[src/rtl/vending_machine_ctrl.sv]
// Multi-product vending controller: accumulates coin credit, vends one of N_ITEMS
// priced products, and returns change to the hopper through a valid/ack handshake.
module vending_machine_ctrl #(
  parameter int unsigned W          = 8,
  parameter int unsigned N_ITEMS    = 4,
  // Item i lives at PRICES[i*W +: W]; item 0 (price 100) sits in the low byte.
  parameter logic [N_ITEMS*W-1:0] PRICES = {8'd25, 8'd50, 8'd75, 8'd100},
  parameter logic [W-1:0] MAX_CREDIT = 8'd255,
  localparam int unsigned SW        = (N_ITEMS > 1) ? $clog2(N_ITEMS) : 1
) (
  input  logic          clk,
  input  logic          rst,
  input  logic          coin_valid,
  input  logic [W-1:0]  coin_val,
  output logic          coin_ready,
  output logic          coin_reject,
  input  logic          sel_valid,
  input  logic [SW-1:0] sel,
  output logic          sel_err,
  input  logic          cancel,
  output logic [W-1:0]  credit,
  output logic          dispense,
  output logic [SW-1:0] disp_item,
  output logic          change_valid,
  output logic [W-1:0]  change_val,
  input  logic          change_ack
);

  typedef enum logic [1:0] {
    IDLE   = 2'd0,
    VEND   = 2'd1,
    CHANGE = 2'd2
  } state_t;

  state_t        state_q, state_d;
  logic [W-1:0]  credit_q, credit_d;
  logic [SW-1:0] item_q, item_d;
  logic [W-1:0]  change_val_q, change_val_d;
  logic          coin_reject_q, coin_reject_d;
  logic          sel_err_q, sel_err_d;
  logic          dispense_q, dispense_d;
  logic          coin_ready_q, coin_ready_d;
  logic          change_valid_q, change_valid_d;

  logic [W:0]    sum;
  logic          coin_fits;
  logic [W-1:0]  eff_credit;
  logic [W-1:0]  price;
  logic          sel_known;

  // Price lookup; an index with no matching item is flagged as unknown.
  always_comb begin
    price     = '0;
    sel_known = 1'b0;
    for (int i = 0; i < int'(N_ITEMS); i++) begin
      if (sel == SW'(i)) begin
        price     = PRICES[i*W +: W];
        sel_known = 1'b1;
      end
    end
  end

  // Next-state and next-output logic.
  always_comb begin
    state_d       = state_q;
    credit_d      = credit_q;
    item_d        = item_q;
    change_val_d  = change_val_q;
    coin_reject_d = 1'b0;
    sel_err_d     = 1'b0;

    sum        = {1'b0, credit_q} + {1'b0, coin_val};
    coin_fits  = (sum <= {1'b0, MAX_CREDIT});
    eff_credit = (coin_valid && coin_fits) ? sum[W-1:0] : credit_q;

    case (state_q)
      IDLE: begin
        if (cancel && (credit_q != '0)) begin
          state_d       = CHANGE;
          change_val_d  = credit_q;
          credit_d      = '0;
          coin_reject_d = coin_valid;
        end else begin
          coin_reject_d = coin_valid && !coin_fits;
          credit_d      = eff_credit;
          if (sel_valid) begin
            if (!sel_known || (eff_credit < price)) begin
              sel_err_d = 1'b1;
            end else begin
              item_d   = sel;
              credit_d = eff_credit - price;
              state_d  = VEND;
            end
          end
        end
      end
      VEND: begin
        coin_reject_d = coin_valid;
        if (credit_q != '0) begin
          state_d      = CHANGE;
          change_val_d = credit_q;
          credit_d     = '0;
        end else begin
          state_d = IDLE;
        end
      end
      CHANGE: begin
        coin_reject_d = coin_valid;
        if (change_ack) begin
          state_d      = IDLE;
          change_val_d = '0;
        end
      end
      default: begin
        state_d = IDLE;
      end
    endcase

    dispense_d     = (state_d == VEND);
    coin_ready_d   = (state_d == IDLE);
    change_valid_d = (state_d == CHANGE);
  end

  always_ff @(posedge clk or negedge rst) begin
    if (!rst) begin
      state_q        <= IDLE;
      credit_q       <= '0;
      item_q         <= '0;
      change_val_q   <= '0;
      coin_reject_q  <= 1'b0;
      sel_err_q      <= 1'b0;
      dispense_q     <= 1'b0;
      coin_ready_q   <= 1'b0;
      change_valid_q <= 1'b0;
    end else begin
      state_q        <= state_d;
      credit_q       <= credit_d;
      item_q         <= item_d;
      change_val_q   <= change_val_d;
      coin_reject_q  <= coin_reject_d;
      sel_err_q      <= sel_err_d;
      dispense_q     <= dispense_d;
      coin_ready_q   <= coin_ready_d;
      change_valid_q <= change_valid_d;
    end
  end

  assign coin_ready   = coin_ready_q;
  assign coin_reject  = coin_reject_q;
  assign sel_err      = sel_err_q;
  assign credit       = credit_q;
  assign dispense     = dispense_q;
  assign disp_item    = item_q;
  assign change_valid = change_valid_q;
  assign change_val   = change_val_q;

endmodule
[config.mk]
export PLATFORM = sky130hd
export DESIGN_NAME = vending_machine_ctrl
export DESIGN_NICKNAME = d
export VERILOG_FILES = /design/src/rtl/vending_machine_ctrl.sv
export SDC_FILE = /design/constraint.sdc
export NUM_CORES = 1
export LEC_CHECK = 0
export BUFFER_PORTS_ARGS = -buffer_cell sky130_fd_sc_hd__buf_2
export CAP_MARGIN = 20
export CORE_MARGIN = 4
export CORE_UTILIZATION = 27
export CTS_CLUSTER_SIZE = 16
export DETAILED_ROUTE_END_ITERATION = 6
export MAX_ROUTING_LAYER = met4
export SLEW_MARGIN = 20
export SYNTH_ARGS = -nofsm -noshare
export SYNTH_HDL_FRONTEND = slang
export SYNTH_SLANG_ARGS = --single-unit
[constraint.sdc]
create_clock -name clk -period 3.9 [get_ports clk]
set_input_delay 0.78 -clock clk [delete_from_list [all_inputs] [get_ports clk]]
set_output_delay 0.78 -clock clk [all_outputs]
set_load 0.05 [all_outputs]
==> qor.txt, run 1 <==
RUN STATUS
----------------------------------------------------------------------------------
Result of the run                                                     complete, but fails checks
Violated checks                                                       negative setup slack

LOGIC SYNTHESIS
----------------------------------------------------------------------------------
Post-synth EDFFs                                                                 0
Synth cell types                                                                40
Share of synthesized registers carrying an async set or reset               100.0%
Number of instances in the synthesized netlist                                 219
Synth warn                                                                       0
Most used flip-flop cell after synthesis                                   dfrtp_1
Post-synthesis sequential element count                                         25
Proportion of synthesized chip area in sequential cells                     31.04%
Cell area after synthesis                                             0.002016 mm²
Syn_nets                                                                       261
Syn_area_per_cell                                                        9.204 µm²

FLOW RUN
----------------------------------------------------------------------------------
Max-capacitance violation count                                                  0

STA
----------------------------------------------------------------------------------
Unrepaired setup endpoints after global routing                               true
Slew of the pin with the lowest slew margin                              0.5937 ns
Final count of pins violating max slew                                           0
Achievable frequency                                                     244.9 MHz
Final period util                                                           104.7%
Final-report hold violation count                                                0
Final setup slack of the worst path                                     -0.1830 ns
Slew headroom                                                               60.42%
Setup TNS                                                                -1.503 ns
Worst Skew                                                              0.01156 ns
Final critical delay including setup and external delays                  4.083 ns
Setup violators final                                                           14

ROUTING
----------------------------------------------------------------------------------
Antenna viol nets, final                                                         0
Per-cell via count in the routed design                                      4.576
Violation count after the first detailed-routing iteration                      84
Count of vias placed by the detailed router                                  1,867
Detail-routed net length per standard cell                                12.81 µm
DRC violation count after routing                                                0
Drt first pass iters                                                             6
Wire length after detailed routing                                         5225 µm

CTS
----------------------------------------------------------------------------------
Hold-fix buffer count after cts                                                  0
Number of CTS-inserted buffers                                                   3
CTS Root Buffer Type                                                      clkbuf_8
Clock tree from TritonCTS                                                    built
H-tree levels                                                                    1
CTS max path bufs                                                                2
Total number of clock tree sinks                                                25
CTS clock-pin slew for the worst setup and hold paths                      0.08 ns
Clock latency on the worst-skew pair                                       0.27 ns

GLOBAL ROUTE
----------------------------------------------------------------------------------
GRT overflow                                                                     0
Wire length of the first global-routing pass                               8742 µm
Overall track demand over capacity in global routing                        12.55%
Via count of the first global-routing pass                                   1,909
Pin count of the biggest net entering global routing                            26
Number of antenna violations at the first check in global routing                0

FLOORPLAN
----------------------------------------------------------------------------------
Y dimension of the die                                                    94.41 µm
Top-Level Pins                                                                  39
Area of the core region                                               0.007253 mm²
Die area                                                              0.008912 mm²
Width of the die                                                          94.41 µm
Starting Density                                                            27.79%
Row count                                                                       31

WORST SETUP PATH
----------------------------------------------------------------------------------
Startpoint class of the critical path                                    input pin
Cell family with most CP delay                                        compound AO/OA/AOI/OAI gates
Worst path cell trace                                                 buf_6 -> ha_4 -> fa_2 -> a211oi_2 -> o21ai_2 -> o31ai_4 -> buf_6 -> mux2i_4 -> ha_4 -> fa_2 -> nor2b_2 -> o31a_1 -> o31ai_4 -> o211ai_4 -> o21ai_4 -> buf_12 -> mux2i_2 -> a22o_1
Depth of the worst register-to-register path                                    17
Buffers plus inverters on the worst setup path                                   3
Highest net fanout along the worst path                                          8
Critical path depth in cells                                                    18
Crit path largest cell delay                                               0.39 ns
Critical path data required time                                           4.11 ns
Kind of capture point of the worst setup path                             register
Cell with the largest stage delay on the worst path                           fa_2
Type of the setup path with the least slack                           input pin to register
Arrival time of the worst setup path                                       4.29 ns

PLACEMENT
----------------------------------------------------------------------------------
RePlAce Congestion                                                          0.8051
Number of input and output port buffers inserted                                38
Placed wire-length estimate after detailed placement                       4216 µm

LAYOUT
----------------------------------------------------------------------------------
Post-layout nets                                                               352
Synthesis-to-finish area growth                                             42.58%
Number of fill cells                                                           738
Antenna Diode Count                                                              0
Share of final-layout standard cells stronger than drive strength 1         38.51%

WORST HOLD PATH
----------------------------------------------------------------------------------
WHS Path Cells                                                                   2
Worst hold-check path type                                            register to register

## stage by stage
step | std cells | hold slack (ns) | cell area, µm² | utilization (%) | setup slack, ns
3_3_place_gp | 390 | 0.4568 | 2629 | 36.24 | -0.4571
2_1_floorplan | 219 | 0.4844 | 2043 | - | -0.4252
4_1_cts | 401 | 0.4854 | 2769 | 38.17 | -0.1505
6_report | 408 | 0.4751 | 2874 | 39.62 | -0.1830
5_1_grt | 408 | 0.5089 | 2874 | 39.62 | -0.3333
3_5_place_dp | 390 | 0.4657 | 2629 | 36.24 | -0.5260
## worst min-delay path, stage by stage, from the launching register on
cell	delay (ns)
dfrtp_1	0.34
nand2_1	0.04
o21ai_0	0.06
## layer usage
metal	GRT usage, %	routed length (µm)	vias up	part of all wire, %
met5	-	0	-	0
met1	16.22	2384	875	46
li1	-	-	953	-
met4	3.129	50	0	0.96
met2	21.22	2623	35	50
met3	1.116	166	4	3.2
## final cells by class
| type | instances | area (µm²) | area share (%) |
|---|---|---|---|
| clock inverters | 1 | 5.005 | 0.1741 |
| flip-flops and latches | 25 | 625.6 | 21.77 |
| clock buffers | 3 | 41.29 | 1.437 |
| inverters | 11 | 41.29 | 1.437 |
| multi-input cells | 182 | 1449 | 50.41 |
| well taps | 99 | 123.9 | 4.310 |
| repair buffers | 87 | 588.1 | 20.46 |
## layout by cell type (no fill, tap or decap), drive strengths merged, types with 6 or more instances in the layout
cell	Yosys	layout
a21oi	14	14
ha	24	24
mux2i	8	8
o21ai	26	26
buf	0	87
nor2	14	14
dfrtp	25	25
nand2b	11	11
nor2b	6	6
nand2	26	26
inv	11	11
## registers in the layout (all words and copies together) (netlist names)
signal / flops
credit: 8
change_val: 8
dispense: 1
coin_ready: 1
disp_item: 2
change_valid: 1
sel_err: 1
state_q: 2
coin_reject: 1
## path summary, 6_finish.rpt
path / endpoint / start / slack, ns
worst max-delay path: credit[1]$_DFFE_PN0P_ / coin_val[0] / -0.18
worst min register to register: change_val[2]$_DFFE_PN0P_ / change_val[2]$_DFFE_PN0P_ / 0.48
min in group asynchronous: coin_reject$_DFF_PN0_ / rst / 0.50
max in group asynchronous: credit[1]$_DFFE_PN0P_ / rst / 3.00
worst max register to register: credit[1]$_DFFE_PN0P_ / credit[0]$_DFFE_PN0P_ / 0
worst min-delay path: change_val[2]$_DFFE_PN0P_ / change_val[2]$_DFFE_PN0P_ / 0.48
## cells by family (layout without fill, tap and decap cells)
logic type / Yosys count / after routing / synth area share (%)
AO/OA/AOI/OAI: 67 / 67 / 23.65
XOR/XNOR: 8 / 8 / 3.476
adder cells (fa/ha/maj): 26 / 26 / 16.88
buffers and inverters: 12 / 102 / 2.234
flip-flops: 25 / 25 / 31.04
multiplexers: 13 / 13 / 6.766
AND/OR/NAND/NOR: 68 / 68 / 15.95
## Yosys cell counts, types with 5 or more instances
cell type	instances	share of area, %
mux2i_1	8	4.0
dfrtp_1	25	31
nand2b_1	11	3.4
inv_1	11	2.0
nor2_1	14	2.6
ha_1	24	15
a21oi_1	14	3.5
o21ai_0	20	5.0
nor2b_1	6	1.9
mux2_2	5	2.8
xnor2_1	5	2.2
nand2_1	26	4.8
## repair_timing
item                       CTS  global route
setup buffers                7             7
resized for setup            9            12
pin swaps                   12            11
setup endpoints to repair   15            16
Power of run 1 is not shown: default switching activity piles up to over one toggle a cycle in this logic, so the estimate is an artifact.
==> run 2: changes to the inputs <==
--- a/config.mk
+++ b/config.mk
@@ -5,12 +5,14 @@
 export SDC_FILE = /design/constraint.sdc
 export NUM_CORES = 1
 export LEC_CHECK = 0
+export ABC_CLOCK_PERIOD_IN_PS = 3400
 export BUFFER_PORTS_ARGS = -buffer_cell sky130_fd_sc_hd__buf_2
 export CAP_MARGIN = 20
 export CORE_MARGIN = 4
 export CORE_UTILIZATION = 27
 export CTS_CLUSTER_SIZE = 16
 export DETAILED_ROUTE_END_ITERATION = 6
+export HOLD_SLACK_MARGIN = 0.08
 export MAX_ROUTING_LAYER = met4
 export SLEW_MARGIN = 20
 export SYNTH_ARGS = -nofsm -noshare
==> constraint.sdc (replaced) <==
create_clock -name clk -period 3.4 [get_ports clk]
set_input_delay 0.68 -clock clk [delete_from_list [all_inputs] [get_ports clk]]
set_output_delay 0.68 -clock clk [all_outputs]
set_load 0.05 [all_outputs]
==> run 2 against run 1 <==
The run still ends with negative setup slack left. Core utilization shrank 0.90 points. Clock skew grew 0.0026 ns. Global-route usage is essentially flat. Critical path type unchanged.
==> qor.txt, run 2 (synthesized netlist as in run 1, its figures left out) <==
RUN STATUS
----------------------------------------------------------------------------------
Result of the run                                                     complete, but fails checks
Violated checks                                                       negative setup slack

STA
----------------------------------------------------------------------------------
Unrepaired setup endpoints after global routing                               true
Final count of pins violating max slew                                           0
Slew of the pin with the lowest slew margin                              0.5906 ns
Setup violators final                                                           16
Achievable frequency                                                     253.4 MHz
Slew headroom                                                               60.63%
Worst Skew                                                              0.01416 ns
Final period util                                                           116.1%
Setup TNS                                                                -7.027 ns
Final-report hold violation count                                                0
Final critical delay including setup and external delays                  3.947 ns
Final Hold Slack                                                         0.3903 ns
Final setup slack of the worst path                                     -0.5469 ns

PLACEMENT
----------------------------------------------------------------------------------
Placed wire-length estimate after detailed placement                       4309 µm
Post-placement cell count                                                      395
Number of input and output port buffers inserted                                38
RePlAce Congestion                                                          0.7772

GLOBAL ROUTE
----------------------------------------------------------------------------------
Via count of the first global-routing pass                                   1,860
Overall track demand over capacity in global routing                        12.53%
Pin count of the biggest net entering global routing                            26
GRT overflow                                                                     0
Number of antenna violations at the first check in global routing                0
Wire length of the first global-routing pass                               8700 µm

ROUTING
----------------------------------------------------------------------------------
Violation count after the first detailed-routing iteration                      57
DRC violation count after routing                                                0
Count of vias placed by the detailed router                                  1,811
Antenna viol nets, final                                                         0
Detail-routed net length per standard cell                                12.93 µm
Wire length after detailed routing                                         5236 µm
Per-cell via count in the routed design                                      4.472
Drt first pass iters                                                             4

CTS
----------------------------------------------------------------------------------
Clock tree from TritonCTS                                                    built
Total number of clock tree sinks                                                25
CTS clock-pin slew for the worst setup and hold paths                      0.10 ns
CTS max path bufs                                                                2
Number of CTS-inserted buffers                                                   3
CTS Root Buffer Type                                                      clkbuf_8
Clock latency on the worst-skew pair                                       0.28 ns
H-tree levels                                                                    1

LAYOUT
----------------------------------------------------------------------------------
Synthesis-to-finish area growth                                             39.35%
Share of final-layout standard cells stronger than drive strength 1         37.25%
Storage element area                                                     626.9 µm²
Fin cells                                                                      405
End-of-flow core utilization                                                38.73%
Post-layout nets                                                               349
Antenna Diode Count                                                              0
Leading cell types in the layout, fill and taps excluded              44 x buf_4, 37 x buf_2, 24 x nand2_1, 24 x dfrtp_1, 22 x ha_1
Total area of multi-input combinational cells                         0.001413 mm²
Commonest non-fill, non-tap cell in the layout                               buf_4
Number of fill cells                                                           749

WORST SETUP PATH
----------------------------------------------------------------------------------
Startpoint class of the critical path                                    input pin
Critical path data required time                                           3.61 ns
Type of the setup path with the least slack                           input pin to register
Arrival time of the worst setup path                                       4.15 ns
Depth of the worst register-to-register path                                    17
Kind of capture point of the worst setup path                             register
Highest net fanout along the worst path                                          9

FLOORPLAN
----------------------------------------------------------------------------------
Y dimension of the die                                                    94.41 µm
Die area                                                              0.008912 mm²
Starting Density                                                            27.79%
Top-Level Pins                                                                  39
Width of the die                                                          94.41 µm
Row count                                                                       31
Area of the core region                                               0.007253 mm²

WORST HOLD PATH
----------------------------------------------------------------------------------
Worst hold-check path type                                            input pin to async pin

FLOW RUN
----------------------------------------------------------------------------------
Max-capacitance violation count                                                  0

[run 2: final cells by class]
cell class | count | share of cell area, %
clock buffer | 3 | 1.470
clock inverter | 1 | 0.1782
sequential | 25 | 22.32
multi-input combinational | 182 | 50.29
timing repair buffer | 84 | 19.87
tap | 99 | 4.410
inverter | 11 | 1.470
[run 2: routing by layer]
metal / routed length (µm) / vias to the layer above / global-route usage (%)
met4: 38 / 0 / 2.888
met5: 0 / - / -
li1: - / 953 / -
met1: 2466 / 833 / 15.68
met3: 104 / 2 / 0.8765
met2: 2626 / 23 / 22.10
[run 2: path summary, 6_finish.rpt]
path | from | to | slack (ns)
max in group asynchronous | rst | credit[0]$_DFFE_PN0P_ | 2.57
min | rst | state_q[1]$_DFF_PN0_ | 0.39
max reg2reg | credit[0]$_DFFE_PN0P_ | credit[1]$_DFFE_PN0P_ | -0.48
max | coin_val[0] | credit[1]$_DFFE_PN0P_ | -0.55
min reg2reg | change_val[0]$_DFFE_PN0P_ | change_val[0]$_DFFE_PN0P_ | 0.48
min in group clk | change_val[0]$_DFFE_PN0P_ | change_val[0]$_DFFE_PN0P_ | 0.48
[run 2: stage by stage]
| step | worst slack (ns) | area [µm²] |
|---|---|---|
| after floorplan | -0.8246 | 2044 |
| after global placement | -0.8627 | 2668 |
| after detailed placement | -0.8992 | 2668 |
| after CTS | -0.5482 | 2774 |
| after global routing | -0.7671 | 2809 |
| final | -0.5469 | 2809 |
[run 2: critical path, stage by stage]
cell      delay, ns
buf_6          0.10
ha_4           0.15
fa_2           0.39
a211oi_2       0.23
o21ai_2        0.12
o31ai_4        0.23
buf_6          0.17
mux2i_4        0.25
ha_2           0.22
fa_2           0.20
nor2b_1        0.05
o31a_1         0.29
o31ai_4        0.25
o211ai_4       0.13
o21ai_4        0.16
buf_12         0.15
mux2i_1        0.21
a22o_1         0.15
[run 2: timing repair]
item                                   in CTS  in global routing
buffers inserted                            4                  3
setup endpoints to repair                  16                 16
hold buffers                                0                  0
endpoints found under the hold margin       0                  0
cloned                                      0                  0
pin swaps                                   7                  2
gates resized for setup                    10                  3
Power of run 2 is left out for the same reason.
